## config.mk

```make
export PLATFORM = sky130hd
export DESIGN_NAME = lsnn_array_flat
export DESIGN_NICKNAME = d
export VERILOG_FILES = /design/src/rtl/lsnn_if.sv /design/src/rtl/lsnn_array.sv /design/src/flat_wrapper.sv
export SDC_FILE = /design/constraint.sdc
export NUM_CORES = 1
export LEC_CHECK = 0
export CORE_UTILIZATION = 50
export CTS_BUF_LIST = sky130_fd_sc_hd__clkbuf_8 sky130_fd_sc_hd__clkbuf_16
export CTS_CLUSTER_DIAMETER = 50
export DETAILED_ROUTE_END_ITERATION = 8
export PLACE_DENSITY = 0.7
export RECOVER_POWER = 25
export SYNTH_ARGS = -nofsm -noshare
export SYNTH_HDL_FRONTEND = slang
export SYNTH_SLANG_ARGS = --single-unit
```

## constraint.sdc

```tcl
create_clock -name clk -period 7.4 [get_ports clk]
set_input_delay 1.48 -clock clk [delete_from_list [all_inputs] [get_ports clk]]
set_output_delay 1.48 -clock clk [all_outputs]
set_load 0.05 [all_outputs]
```

## src/rtl/lsnn_if.sv

```systemverilog
// Handshake and data bundle for the time-multiplexed LSNN neuron array.
// The controller side uses the master modport and the array uses the slave modport.
interface lsnn_if #(
  parameter int N_CH = 4,
  parameter int W    = 8
);
  localparam int SW = (N_CH > 1) ? $clog2(N_CH) : 1;

  logic              step;
  logic [N_CH*W-1:0] cur_in;
  logic [SW-1:0]     mon_sel;
  logic [N_CH-1:0]   spike_out;
  logic              done;
  logic              busy;
  logic              overrun;
  logic [W-1:0]      thr_mon;

  modport master (
    output step, cur_in, mon_sel,
    input  spike_out, done, busy, overrun, thr_mon
  );

  modport slave (
    input  step, cur_in, mon_sel,
    output spike_out, done, busy, overrun, thr_mon
  );
endinterface

```

## src/rtl/lsnn_array.sv

```systemverilog
// Time-multiplexed adaptive LIF (LSNN) neuron array, one channel updated per cycle.
// The optional refractory period is enabled by defining LSNN_REFRAC_EN.
//
// state | meaning
// IDLE  | waiting for step; the input currents are snapshotted on acceptance
// RUN   | updating channel ch_q; advances to DONE after the last channel
// DONE  | publishes the spike buffer to spike_out and pulses done
module lsnn_array #(
  parameter int N_CH        = 4,
  parameter int W           = 8,
  parameter int B0          = 8,
  parameter int A0          = 8,
  parameter int LEAK_SHIFT  = 1,
  parameter int ADAPT_SHIFT = 2,
  parameter int REFRAC      = 2
) (
  input  logic  clk,
  input  logic  rst_n,
  lsnn_if.slave bus
);

  localparam int CW = $clog2(N_CH);
  localparam logic [W-1:0]  MAX_V = {W{1'b1}};
  localparam logic [CW-1:0] LAST_CH = CW'(N_CH - 1);

  typedef enum logic [1:0] {IDLE, RUN, DONE} state_t;

  // Sums are formed two bits wider than the datapath, then clamped.
  function automatic logic [W-1:0] sat(input logic [W+1:0] s);
    return (s > {2'b00, MAX_V}) ? MAX_V : s[W-1:0];
  endfunction

  state_t            state_q, state_d;
  logic [CW-1:0]     ch_q, ch_d;
  logic [N_CH*W-1:0] cur_snap_q;
  logic [N_CH-1:0]   spk_buf_q;
  logic [N_CH-1:0]   spike_out_q;
  logic              done_q;
  logic              overrun_q, overrun_d;
  logic              snap_en;
  logic              load_out;

  logic [W-1:0] v_q [N_CH];
  logic [W-1:0] a_q [N_CH];

  logic [W-1:0] cur_c, v_c, a_c, thr_c, vn_c, a_up_c, a_dn_c;
  logic         spike_c;
  logic         refr_c;

  always_ff @(posedge clk or posedge rst_n) begin
    if (rst_n) begin
      state_q   <= IDLE;
      ch_q      <= '0;
      overrun_q <= 1'b0;
    end else begin
      state_q   <= state_d;
      ch_q      <= ch_d;
      overrun_q <= overrun_d;
    end
  end

  always_comb begin
    state_d   = state_q;
    ch_d      = ch_q;
    snap_en   = 1'b0;
    load_out  = 1'b0;
    overrun_d = overrun_q | (bus.step && (state_q != IDLE));
    case (state_q)
      IDLE: begin
        if (bus.step) begin
          state_d = RUN;
          ch_d    = '0;
          snap_en = 1'b1;
        end
      end
      RUN: begin
        if (ch_q == LAST_CH) state_d = DONE;
        else                 ch_d    = ch_q + 1'b1;
      end
      DONE: begin
        state_d  = IDLE;
        load_out = 1'b1;
      end
      default: state_d = IDLE;
    endcase
  end

  always_ff @(posedge clk or posedge rst_n) begin
    if (rst_n) begin
      cur_snap_q  <= '0;
      spike_out_q <= '0;
      done_q      <= 1'b0;
    end else begin
      if (snap_en) cur_snap_q <= bus.cur_in;
      if (load_out) spike_out_q <= spk_buf_q;
      done_q <= load_out;
    end
  end

`ifdef LSNN_REFRAC_EN
  localparam int RW = (REFRAC < 1) ? 1 : $clog2(REFRAC + 1);

  logic [RW-1:0] rc_q [N_CH];

  assign refr_c = (rc_q[ch_q] != '0);

  // Per-channel refractory down-counter, reloaded on every spike.
  always_ff @(posedge clk or posedge rst_n) begin
    if (rst_n) begin
      for (int c = 0; c < N_CH; c++) rc_q[c] <= '0;
    end else if (state_q == RUN) begin
      if (spike_c)     rc_q[ch_q] <= RW'(REFRAC);
      else if (refr_c) rc_q[ch_q] <= rc_q[ch_q] - 1'b1;
    end
  end
`else
  assign refr_c = 1'b0;
`endif

  always_comb begin
    cur_c  = cur_snap_q[ch_q*W +: W];
    v_c    = v_q[ch_q];
    a_c    = a_q[ch_q];
    thr_c  = sat((W+2)'(B0) + {2'b00, a_c});
    vn_c   = refr_c ? (v_c >> LEAK_SHIFT)
                    : sat({2'b00, cur_c} + {2'b00, v_c >> LEAK_SHIFT});
    spike_c = !refr_c && (vn_c >= thr_c);
    a_up_c = sat({2'b00, a_c} + {2'b00, a_c >> ADAPT_SHIFT} + (W+2)'(1));
    a_dn_c = a_c - (a_c >> ADAPT_SHIFT);
  end

  always_ff @(posedge clk or posedge rst_n) begin
    if (rst_n) begin
      for (int c = 0; c < N_CH; c++) begin
        v_q[c] <= '0;
        a_q[c] <= W'(A0);
      end
      spk_buf_q <= '0;
    end else if (state_q == RUN) begin
      v_q[ch_q]       <= spike_c ? '0 : vn_c;
      a_q[ch_q]       <= spike_c ? a_up_c : a_dn_c;
      spk_buf_q[ch_q] <= spike_c;
    end
  end

  logic [W-1:0] mon_a;

  always_comb begin
    mon_a = W'(A0);
    if (32'(bus.mon_sel) < N_CH) mon_a = a_q[bus.mon_sel];
  end

  assign bus.thr_mon   = sat((W+2)'(B0) + {2'b00, mon_a});
  assign bus.spike_out = spike_out_q;
  assign bus.done      = done_q;
  assign bus.busy      = (state_q != IDLE);
  assign bus.overrun   = overrun_q;

endmodule

```

## src/flat_wrapper.sv

```systemverilog
// flat-port wrapper written by rule: the top's interface ports become plain ports
module lsnn_array_flat 
#(
  parameter int N_CH        = 4,
  parameter int W           = 8,
  parameter int B0          = 8,
  parameter int A0          = 8,
  parameter int LEAK_SHIFT  = 1,
  parameter int ADAPT_SHIFT = 2,
  parameter int REFRAC      = 2
)
  (clk, rst_n, bus_step, bus_cur_in, bus_mon_sel, bus_spike_out, bus_done, bus_busy, bus_overrun, bus_thr_mon);
  lsnn_if #(.N_CH(N_CH), .W(W)) bus_i ();
  input  logic clk;
  input  logic rst_n;
  input wire logic [$bits(bus_i.step)-1:0] bus_step;
  input wire logic [$bits(bus_i.cur_in)-1:0] bus_cur_in;
  input wire logic [$bits(bus_i.mon_sel)-1:0] bus_mon_sel;
  output wire logic [$bits(bus_i.spike_out)-1:0] bus_spike_out;
  output wire logic [$bits(bus_i.done)-1:0] bus_done;
  output wire logic [$bits(bus_i.busy)-1:0] bus_busy;
  output wire logic [$bits(bus_i.overrun)-1:0] bus_overrun;
  output wire logic [$bits(bus_i.thr_mon)-1:0] bus_thr_mon;
  assign bus_i.step = bus_step;
  assign bus_i.cur_in = bus_cur_in;
  assign bus_i.mon_sel = bus_mon_sel;
  assign bus_spike_out = bus_i.spike_out;
  assign bus_done = bus_i.done;
  assign bus_busy = bus_i.busy;
  assign bus_overrun = bus_i.overrun;
  assign bus_thr_mon = bus_i.thr_mon;
  lsnn_array #(.N_CH(N_CH), .W(W), .B0(B0), .A0(A0), .LEAK_SHIFT(LEAK_SHIFT), .ADAPT_SHIFT(ADAPT_SHIFT), .REFRAC(REFRAC)) u_core (.clk(clk), .rst_n(rst_n), .bus(bus_i));
endmodule
```

==> impl_results.rst <==
.. list-table::
   :header-rows: 1

   * - Metric
     - Value
   * - Antenna violations before repair
     - 0
   * - HPWL after detailed placement
     - a little under 10 mm
   * - Normalized max-slew margin
     - -10.78%
   * - Post-CTS Setup Bufs
     - 0
   * - Clock root cell
     - clkbuf_16
   * - Gate Count Post-Synth
     - around 580
   * - Status
     - finished, violations left
   * - Total congestion overflow after global routing
     - 0
   * - YS warnings
     - 0
   * - Number of synthesized flops with an enable pin
     - 0
   * - Source of the worst register-to-register timing path
     - u_core.ch_q[0]
   * - Least-Margin Pin Slew
     - 1.662 ns
   * - Final Hold Vio Count
     - 0
   * - Insertion delay of the later-clocked pin in the worst-skew pair
     - 0.36 ns
   * - Clk pin slew, worst setup/hold paths
     - ~0.07 ns
   * - Main flop type after synthesis
     - dfrtp_1
   * - End point of the most critical hold path
     - u_core.bus.overrun
   * - Post-Synthesis Net Count
     - 650
   * - Starting density of the core
     - 51.55%
   * - Reg2Reg Setup Slack
     - 2.33 ns
   * - Count of maximum capacitance violations
     - 1
   * - Die Ht
     - roughly 110 µm
   * - Antenna diode instance count
     - 0
   * - Failing checks
     - max-capacitance violations, max-slew violations
   * - Worst Path Max Fanout
     - 8
   * - DR vias
     - 4497
   * - Type of element capturing the critical path
     - output pin
   * - Critical path class
     - input port to output pin
   * - GRT Util Overall
     - between 20% and 30%
   * - Highest achievable clock rate
     - 0.1718 GHz
   * - Total number of placement rows
     - 40
   * - Number of nets in the layout
     - 688
   * - Maximum buffer depth of the clock tree
     - 2
   * - Critical Path Source Type
     - input port
   * - Global placer's final weighted congestion
     - approximately 0.92
   * - Clock sinks
     - around 110
   * - Endpoint of the lowest-slack register-to-register path
     - u_core.v_q[23]
   * - Cells on Worst Hold Path
     - 1
   * - Seq cells post-synth
     - around 110
   * - Total core area
     - about 12000 µm²
   * - Crit path required time
     - slightly below 6 ns
   * - Sequential element share of the synthesized area
     - 42.75%
   * - Fraction of final layout cells with drive strength greater than 1
     - a little under a fifth
   * - Slew Viols, Final
     - 33
   * - Share of the cycle needed by the critical path after routing
     - approximately four fifths
   * - Setup TNS
     - 0 ns
   * - Placement-stage cell area
     - 6853 µm²
   * - RSZ-0062 raised after global routing
     - no
   * - Routed length per placed instance
     - 16.90 µm
   * - Async set-reset flop share out of synthesis
     - 100.0%
   * - Most common cell in the netlist
     - dfrtp_1
   * - Number of global-route vias before repair
     - roughly 4.6k
   * - Post-layout minimum cycle time
     - a little under 6 ns
   * - Area growth, synth to finish
     - 14.85%
   * - Port Buffer Count
     - 51
   * - Fin Clk Skew
     - between 0.01 and 0.015 ns
   * - Routed Wire Length
     - about 13 mm
   * - Placement Setup Slack
     - about 1.6 ns
   * - Count of nets left with antenna violations after detail routing
     - 0
   * - Io pins
     - 52
   * - Final standard cell area without fillers
     - 7141 µm²
   * - Area share of the leading cell type in the synthesized netlist
     - between 40% and 50%
   * - Die Footprint
     - roughly 13000 µm²
   * - Number of fill cells in the layout
     - 1009
   * - Clock tree from TritonCTS
     - done
   * - Count of unique library cells instantiated by Yosys
     - between 40 and 50
   * - Average size of a mapped cell
     - between 10 and 15 µm²
   * - H-tree level count
     - 3
   * - Hold path start
     - u_core.bus.overrun
   * - Logic depth of the worst register-to-register path
     - 18
   * - Detailed-routing iteration count for the pre-antenna-repair pass
     - 5
   * - Data arrival time of the worst path
     - 4.34 ns
   * - Pin count of the biggest net entering global routing
     - slightly below 80
   * - Cells resized by post-CTS repair
     - 0
   * - Fin worst setup slack
     - roughly 1.6 ns
   * - Post-synthesis instance area
     - 6217 µm²
   * - First DRT Iteration DRCs
     - between 200 and 250
   * - Via/cell ratio
     - 5.714
   * - Finish-stage setup viols
     - 0
   * - Wire length of the first global-routing pass
     - about 23 mm
   * - Cells taking the most area after synthesis
     - dfrtp_1 41%, mux4_2 11%, ha_1 6.8%
   * - Type of the worst min-delay path
     - flip-flop to flip-flop
   * - X dimension of the die
     - between 100 and 150 µm
   * - Total DRC errors in the routed layout
     - 0
   * - Post-cts hold buffer count
     - 0
   * - Post-synth top area cell
     - dfrtp_1
   * - Total CTS buffers
     - 9
   * - Top cells by instance count after synthesis
     - 102 x dfrtp_1, 86 x nand2_1, 51 x o21ai_0
[state kept, by name (all words and copies together) (netlist names), 2 cells and up]
name                  flops
u_core.cur_snap_q        32
u_core.state_q            2
u_core.a_q               32
u_core.v_q               28
u_core.bus.spike_out      4
u_core.ch_q               2
u_core.spk_buf_q          4
[placed cells by master (no fill, tap or decap), types with 4 or more instances in the layout]
cell	instances
o31ai_1	15
inv_1	22
and3_1	4
mux4_2	31
o22ai_2	4
nand3_1	7
o21ai_0	51
o31a_1	4
mux2_2	36
dfrtp_1	102
or2_2	7
buf_4	5
ha_1	34
clkbuf_16	9
a21oi_1	18
nor3_1	6
a21o_1	6
clkdlybuf4s50_1	49
nand2b_1	7
xnor2_1	17
nand2_1	86
dfstp_2	4
nor2_1	29
o21ai_1	16
nor2b_1	7
[layer usage]
metal	global-route usage, %	wire length (µm)
met1	29.69	6034
met2	38.29	6563
met3	3.082	420
met4	9.737	280
met5	0	0
[cell type report]
class,instances,area [µm²],area share (%)
multi-input cells,417,3341,46.78
inverters,23,87.58,1.227
well taps,168,210.2,2.944
flip-flops and latches,106,2658,37.22
clock inverters,6,53.80,0.7535
repair buffers,57,551.8,7.727
clock buffers,10,239.0,3.347
[cells by family after synthesis]
group,count (synthesis),share of synthesized area (%)
xor gates and xnor gates,19,2.677
buffers and inverters,53,3.642
DFF,106,42.75
muxes,69,18.07
and+or+nand+nor,162,11.71
adders and majority gates,37,7.808
AOI/OAI and AO/OA,130,13.34
[how the worst max path moves through the flow]
stage                               from        endpoint  depth (start not counted)
after global placement    bus_mon_sel[0]  bus_thr_mon[1]                          6
after floorplan           bus_mon_sel[0]  bus_thr_mon[7]                          6
after detailed placement  bus_mon_sel[0]  bus_thr_mon[1]                          6
after global routing      bus_mon_sel[0]  bus_thr_mon[0]                          6
after CTS                 bus_mon_sel[0]  bus_thr_mon[1]                          6
final                     bus_mon_sel[1]  bus_thr_mon[1]                          6
[critical path, cell delays in order]
cell             delay (ns)
clkdlybuf4s50_1        0.74
mux4_2                 0.61
and3_1                 0.24
and3_1                 0.23
or2_2                  0.32
clkdlybuf4s50_1        0.70
[stage by stage]
stage / util (%) / hold slack [ns] / std cells
global route: 59.20 / 0.4799 / 787
CTS: 59.24 / 0.4748 / 787
floorplan: - / 0.4432 / 576
global placement: 56.82 / 0.4460 / 771
finish: 59.20 / 0.4688 / 787
detailed placement: 56.82 / 0.4528 / 771
Power is left out: the tool's default activity adds up to more than one toggle a clock period on the data nets, which glitch-free logic cannot reach.
